File: src/rtl/forex_pkg.sv
// rtl/forex_pkg.sv - shared types and register constants for the FOREX cycle reader
package forex_pkg;

    // Vertex IDs are PRED_WIDTH+1 bits wide across the accelerator
    localparam int PRED_WIDTH       = 7;
    localparam int VERTEX_W_DEFAULT = PRED_WIDTH + 1;

    // Ingest FSM: ACCEPT stores beats, DROP discards until the end of an overflowed cycle
    typedef enum logic {
        ST_ACCEPT = 1'b0,
        ST_DROP   = 1'b1
    } ingest_state_e;

    // Register addresses
    localparam logic [2:0] ADDR_STATUS = 3'd0;
    localparam logic [2:0] ADDR_DATA   = 3'd1;
    localparam logic [2:0] ADDR_ACK    = 3'd2;

    // STATUS fields
    localparam int STATUS_COUNT_W    = 5;
    localparam int STATUS_PEND_LSB   = 8;
    localparam int STATUS_OVF_BIT    = 16;
    localparam int STATUS_EMPTY_BIT  = 17;

    // DATA fields
    localparam int          DATA_LAST_BIT  = 31;
    localparam logic [31:0] DATA_UNDERFLOW = 32'h4000_0000;

endpackage

File: src/rtl/cycle_fifo_ram.sv
// rtl/cycle_fifo_ram.sv - FIFO storage, one write port, one asynchronous read port
//
// Ports:
//   clk      - clock
//   we_i     - write enable
//   waddr_i  - write address
//   wdata_i  - write data {last, vertex}
//   raddr_i  - read address (asynchronous read)
//   rdata_o  - read data
// Contents are deliberately not reset.
module cycle_fifo_ram #(
    parameter int DEPTH = 16,
    parameter int WIDTH = 9
) (
    input  logic                     clk,
    input  logic                     we_i,
    input  logic [$clog2(DEPTH)-1:0] waddr_i,
    input  logic [WIDTH-1:0]         wdata_i,
    input  logic [$clog2(DEPTH)-1:0] raddr_i,
    output logic [WIDTH-1:0]         rdata_o
);

    logic [WIDTH-1:0] mem_q [DEPTH];

    always_ff @(posedge clk) begin
        if (we_i) begin
            mem_q[waddr_i] <= wdata_i;
        end
    end

    assign rdata_o = mem_q[raddr_i];

endmodule

File: src/rtl/forex_cycle_reader.sv
// rtl/forex_cycle_reader.sv - Avalon-MM read slave that buffers complete arbitrage cycles
//
// Ports:
//   clk, reset_n           - clock, asynchronous active-low reset
//   chipselect, read       - Avalon read access
//   address[2:0]           - 0 STATUS, 1 DATA (pop), 2 ACK (read-to-clear overflow)
//   readdata[31:0]         - registered read data, held between reads
//   irq                    - level interrupt: cycles pending or overflow
//   cyc_valid/vertex/last  - vertex stream from the container core
//   cyc_ready              - high outside reset; overflow drops data instead of stalling
module forex_cycle_reader
    import forex_pkg::*;
#(
    parameter int VERTEX_W = VERTEX_W_DEFAULT,
    parameter int DEPTH    = 16
) (
    input  logic                clk,
    input  logic                reset_n,
    input  logic                chipselect,
    input  logic                read,
    input  logic [2:0]          address,
    output logic [31:0]         readdata,
    output logic                irq,
    input  logic                cyc_valid,
    input  logic [VERTEX_W-1:0] cyc_vertex,
    input  logic                cyc_last,
    output logic                cyc_ready
);

    localparam int AW = $clog2(DEPTH);
    localparam int PW = AW + 1;
    localparam int EW = VERTEX_W + 1;

    // wr_spec runs ahead over the cycle in progress; wr_commit marks the end of
    // the last complete cycle, which is all the host is allowed to see.
    logic [PW-1:0]  wr_spec_q,   wr_spec_d;
    logic [PW-1:0]  wr_commit_q, wr_commit_d;
    logic [PW-1:0]  rd_ptr_q,    rd_ptr_d;
    logic [7:0]     pend_q,      pend_d;
    logic           ovf_q,       ovf_d;
    ingest_state_e  state_q,     state_d;
    logic [31:0]    rdata_q,     rdata_d;
    logic           irq_q;

    logic [PW-1:0]  vis_count;
    logic [PW-1:0]  occupancy;
    logic           full;
    logic           rd_strobe;
    logic           ram_we;
    logic [EW-1:0]  ram_rdata;
    logic           head_last;
    logic           pend_inc;
    logic           pend_dec;
    logic           ovf_set;
    logic           ovf_clr;
    logic [31:0]    status_word;
    logic [31:0]    data_word;

    assign vis_count = wr_commit_q - rd_ptr_q;
    assign occupancy = wr_spec_q - rd_ptr_q;
    assign full      = (occupancy == PW'(DEPTH));
    assign rd_strobe = chipselect & read;
    assign head_last = ram_rdata[EW-1];

    cycle_fifo_ram #(
        .DEPTH (DEPTH),
        .WIDTH (EW)
    ) u_ram (
        .clk     (clk),
        .we_i    (ram_we),
        .waddr_i (wr_spec_q[AW-1:0]),
        .wdata_i ({cyc_last, cyc_vertex}),
        .raddr_i (rd_ptr_q[AW-1:0]),
        .rdata_o (ram_rdata)
    );

    always_comb begin
        status_word = '0;
        status_word[STATUS_COUNT_W-1:0] = STATUS_COUNT_W'(vis_count);
        status_word[STATUS_PEND_LSB +: 8] = pend_q;
        status_word[STATUS_OVF_BIT] = ovf_q;
        status_word[STATUS_EMPTY_BIT] = (vis_count == '0);

        data_word = '0;
        data_word[VERTEX_W-1:0] = ram_rdata[VERTEX_W-1:0];
        data_word[DATA_LAST_BIT] = head_last;
    end

    always_comb begin
        wr_spec_d   = wr_spec_q;
        wr_commit_d = wr_commit_q;
        rd_ptr_d    = rd_ptr_q;
        state_d     = state_q;
        rdata_d     = rdata_q;
        ram_we      = 1'b0;
        pend_inc    = 1'b0;
        pend_dec    = 1'b0;
        ovf_set     = 1'b0;
        ovf_clr     = 1'b0;

        // Ingest: full is judged on the pre-edge read pointer, so a pop in
        // the same cycle does not make room for this beat.
        if (cyc_valid) begin
            case (state_q)
                ST_ACCEPT: begin
                    if (!full) begin
                        ram_we    = 1'b1;
                        wr_spec_d = wr_spec_q + 1'b1;
                        if (cyc_last) begin
                            wr_commit_d = wr_spec_q + 1'b1;
                            pend_inc    = 1'b1;
                        end
                    end else begin
                        // Roll back the partial cycle; keep dropping until its end
                        wr_spec_d = wr_commit_q;
                        ovf_set   = 1'b1;
                        if (!cyc_last) begin
                            state_d = ST_DROP;
                        end
                    end
                end
                ST_DROP: begin
                    if (cyc_last) begin
                        state_d = ST_ACCEPT;
                    end
                end
                default: state_d = ST_ACCEPT;
            endcase
        end

        // Register reads use the pre-edge visible count
        if (rd_strobe) begin
            case (address)
                ADDR_STATUS: rdata_d = status_word;
                ADDR_DATA: begin
                    if (vis_count != '0) begin
                        rdata_d  = data_word;
                        rd_ptr_d = rd_ptr_q + 1'b1;
                        pend_dec = head_last;
                    end else begin
                        rdata_d = DATA_UNDERFLOW;
                    end
                end
                ADDR_ACK: begin
                    rdata_d = {31'b0, ovf_q};
                    ovf_clr = 1'b1;
                end
                default: rdata_d = '0;
            endcase
        end

        // A new overflow in the same cycle as an ACK must not be lost
        ovf_d = ovf_set | (ovf_q & ~ovf_clr);

        case ({pend_inc, pend_dec})
            2'b10:   pend_d = (pend_q == 8'hFF) ? pend_q : pend_q + 8'd1;
            2'b01:   pend_d = pend_q - 8'd1;
            default: pend_d = pend_q;
        endcase
    end

    always_ff @(posedge clk or negedge reset_n) begin
        if (!reset_n) begin
            wr_spec_q   <= '0;
            wr_commit_q <= '0;
            rd_ptr_q    <= '0;
            pend_q      <= '0;
            ovf_q       <= 1'b0;
            state_q     <= ST_ACCEPT;
            rdata_q     <= '0;
            irq_q       <= 1'b0;
        end else begin
            wr_spec_q   <= wr_spec_d;
            wr_commit_q <= wr_commit_d;
            rd_ptr_q    <= rd_ptr_d;
            pend_q      <= pend_d;
            ovf_q       <= ovf_d;
            state_q     <= state_d;
            rdata_q     <= rdata_d;
            irq_q       <= (pend_q != 8'd0) | ovf_q;
        end
    end

    assign readdata  = rdata_q;
    assign irq       = irq_q;
    assign cyc_ready = reset_n;

endmodule

File: config.mk
export PLATFORM = sky130hd
export DESIGN_NAME = forex_cycle_reader
export DESIGN_NICKNAME = d
export VERILOG_FILES = /design/src/rtl/forex_pkg.sv /design/src/rtl/cycle_fifo_ram.sv /design/src/rtl/forex_cycle_reader.sv
export SDC_FILE = /design/constraint.sdc
export NUM_CORES = 1
export LEC_CHECK = 0
export ABC_AREA = 1
export ABC_CLOCK_PERIOD_IN_PS = 6400
export CORE_MARGIN = 2
export CORE_UTILIZATION = 50
export DETAILED_ROUTE_END_ITERATION = 10
export PLACE_DENSITY = 0.69
export SYNTH_ARGS = -nofsm -noshare
export SYNTH_HDL_FRONTEND = slang
export SYNTH_HIERARCHICAL = 1
export SYNTH_SLANG_ARGS = --single-unit
File: constraint.sdc
create_clock -name clk -period 6.4 [get_ports clk]
set_clock_uncertainty 0.2 [all_clocks]
set_input_delay 0.96 -clock clk [delete_from_list [all_inputs] [get_ports clk]]
set_output_delay 0.96 -clock clk [all_outputs]
set_load 0.1 [all_outputs]
==> metrics.cfg <==
[floorplan]
core-area_um2=18000
io_pins=51
fp.dieH_um=139
rows=49
initial_utilization=0.508
die_width_um=139
fp.dieArea_um2=19400

[pwr]
power.leakage_nw=4.51
ir_drop_v=0.000266
powerDensity_nw_per_um2=434

[cts]
cts.reportedPaths.clkPinSlew_ps=70
ctsResizeCount=0
cts_max_level=4
clock-root-buffer=clkbuf_16
post_cts_buffers=0
clk_path_buf_depth=2
cts_tree=yes
cts_buffers=17
clk-insertion-delay-late_ps=430
cts.sinks=190
postCtsHoldBufs=0

[route]
totalWireLength_um=18800
first_pass_iters=5
drt_iter0_markers=431
drc=0
wl_per_cell_um=15.6
ant_nets=0
dr_total_vias=6148
viasPerCell=5.08

[synth]
ys_ff_latch=190
yosys.cell_count.top_type=nand2_1
synth_edf_count=144
yosys-top-cells-area=edfxtp_1 (47%), dfrtp_1 (13%), nand2_1 (12%), nand3_1 (7.5%), inv_1 (6.0%)
async_reset_ff_frac=0.242
yosys_warnings=6
yosysTopAreaCell=edfxtp_1
ys_seq_area_frac=0.600
syn_avg_cell_area_um2=9.74
synthesis.area_um2=9130
synthCells=937
synthTopCellsByCount=nand2_1 (288), inv_1 (145), edfxtp_1 (144)
synth.distinct_cells=40
netlist.area_leader.share=0.474
ys.flop_type=edfxtp_1

[global_route]
grt_pass1_vias=5859
met2_usage=0.335
use_met3=0.0356
grt-ovfl-total=0
grt_max_degree=73
busiest_layer=met2
grtUsageMet1=0.277
antenna_found_initial=0
grt_pass1_wl_um=30900
grt.total_usage=0.206

[critical_path]
worstSetupPathType=primary input to register
critical-path-max-stage-delay_ps=450
worstPathCellList=clkdlybuf4s50_1, nand2_1, inv_1, nand2_1, nor2_4, nand3_4, inv_1, ha_1, a21oi_1, o21ai_0, a21oi_1, o21bai_1, xor2_1, nand2_1, o21ai_2
cp.arrival_ps=4140
critPathMaxFanout=21
cp-end-kind=register
r2r_start=rd_ptr_q[3]$_DFFE_PN0P_
r2r-end=pend_q[6]$_DFFE_PN0P_
rrSetupSlack_ps=2550
ff2ff_path_depth=18
slowest_stage=clkdlybuf4s50_1
crit_top_cell=nand2_1
crit_required_ps=6520
start_kind=primary input

[final_layout]
final_nets=1003
layout.cells.non_filler=1210
nFillCells=1514
ff_latch_area_um2=5480
multi_input_area_um2=2780
num_antenna_cells=0
area_growth_pct=11.3
drive_above_1_share=0.0693

[place]
placedCellCount=1178
pre_cts_slack_ps=2000
hpwl_um=11800
portBuffers=38
globalplace.congestion=0.860

[sta]
relSlewSlack=0.282
finalCritPeriodShare=0.628
grt_setup_unrepaired=no
min_period_ps=4020
setup_slack_ps=2380
slew_violations=0
setup_viol=0
setup-tns-final_ps=0
worst_slew_pin_slew_ps=1070
max_freq_mhz=249
hold_violations=0

[min_path]
worst_hold_path.endpoint=readdata[4]$_DFFE_PN0P_
min_path_cells=2
hold_path_class=register to register
hp-start=readdata[4]$_DFFE_PN0P_

[status]
status=finished, final reports clean

[job]
drv_cap=0

-- power breakdown --
group          leakage [nW]  total, mW  internal (mW)  switching, mW
combinational          2.32       1.70          0.476           1.22
sequential             1.90       1.62           1.50          0.115
clock                 0.298       1.09          0.597          0.490
total                  4.51       4.40           2.58           1.83
-- worst max path at each step --
| stage | start | end | slack (ps) | cells after the start |
|---|---|---|---|---|
| finish | chipselect | pend_q[6]$_DFFE_PN0P_ | 2380 | 15 |
| detailed placement | chipselect | pend_q[6]$_DFFE_PN0P_ | 2000 | 15 |
| global placement | chipselect | pend_q[6]$_DFFE_PN0P_ | 2080 | 15 |
| floorplan | rd_ptr_q[0]$_DFFE_PN0P_ | pend_q[6]$_DFFE_PN0P_ | 3130 | 19 |
| CTS | reset_n | cyc_ready | 2410 | 3 |
| global route | chipselect | pend_q[6]$_DFFE_PN0P_ | 2020 | 15 |
-- worst max-delay path: cells and delay by family --
kind | cells | cell delay (ps)
buf+inv | 3 | 1020
simple gates | 5 | 1010
compound gates | 5 | 670
fa+ha+maj | 1 | 330
xor+xnor | 1 | 140
-- final cells by class --
type | instances | area share
multi-input cells | 565 | 0.274
clock inverters | 15 | 0.0190
flip-flops and latches | 190 | 0.539
repair buffers | 43 | 0.0407
inverters | 151 | 0.0568
well taps | 229 | 0.0282
clock buffers | 17 | 0.0419
-- sequential cells by signal (all words and copies together) (netlist names) --
register	flops
wr_commit_q	5
wr_spec_q	5
rd_ptr_q	5
state_q	1
irq	1
pend_q	8
readdata	20
u_ram/mem_q	144
ovf_q	1
-- per-stage QoR --
step | power (mW) | hold WS [ps] | area (um^2) | util
4_1_cts | 4.43 | 288 | 10200 | 0.565
6_report | 4.40 | 285 | 10200 | 0.565
2_1_floorplan | 2.97 | 274 | 9170 | -
5_1_grt | 4.68 | 312 | 10200 | 0.565
3_5_place_dp | 3.33 | 269 | 9540 | 0.531
3_3_place_gp | 3.31 | 267 | 9540 | 0.531
-- layer usage --
| layer | part of all wire | vias to the layer above |
|---|---|---|
| li1 | - | 3072 |
| met4 | 0.025 | 0 |
| met2 | 0.49 | 206 |
| met5 | 0 | - |
| met1 | 0.43 | 2839 |
| met3 | 0.061 | 31 |
-- cell families after synthesis --
kind of cell	synth area share
xor+xnor	0.0134
fa+ha+maj	0.0263
flops	0.600
compound gates	0.0314
buf+inv	0.0997
simple gates	0.229
other cells	0.000411
-- placed cells by master, fill, tap and decap left out, drive strengths merged, types with 6 or more instances in the layout --
cell	instances
o21ai	26
nor2	29
inv	157
buf	6
nand2	296
dfrtp	46
a21oi	10
ha	16
xor2	10
clkbuf	17
nand3	139
clkdlybuf4s50	37
conb	12
edfxtp	144
Note: power is estimated with default switching activity, not from simulation.
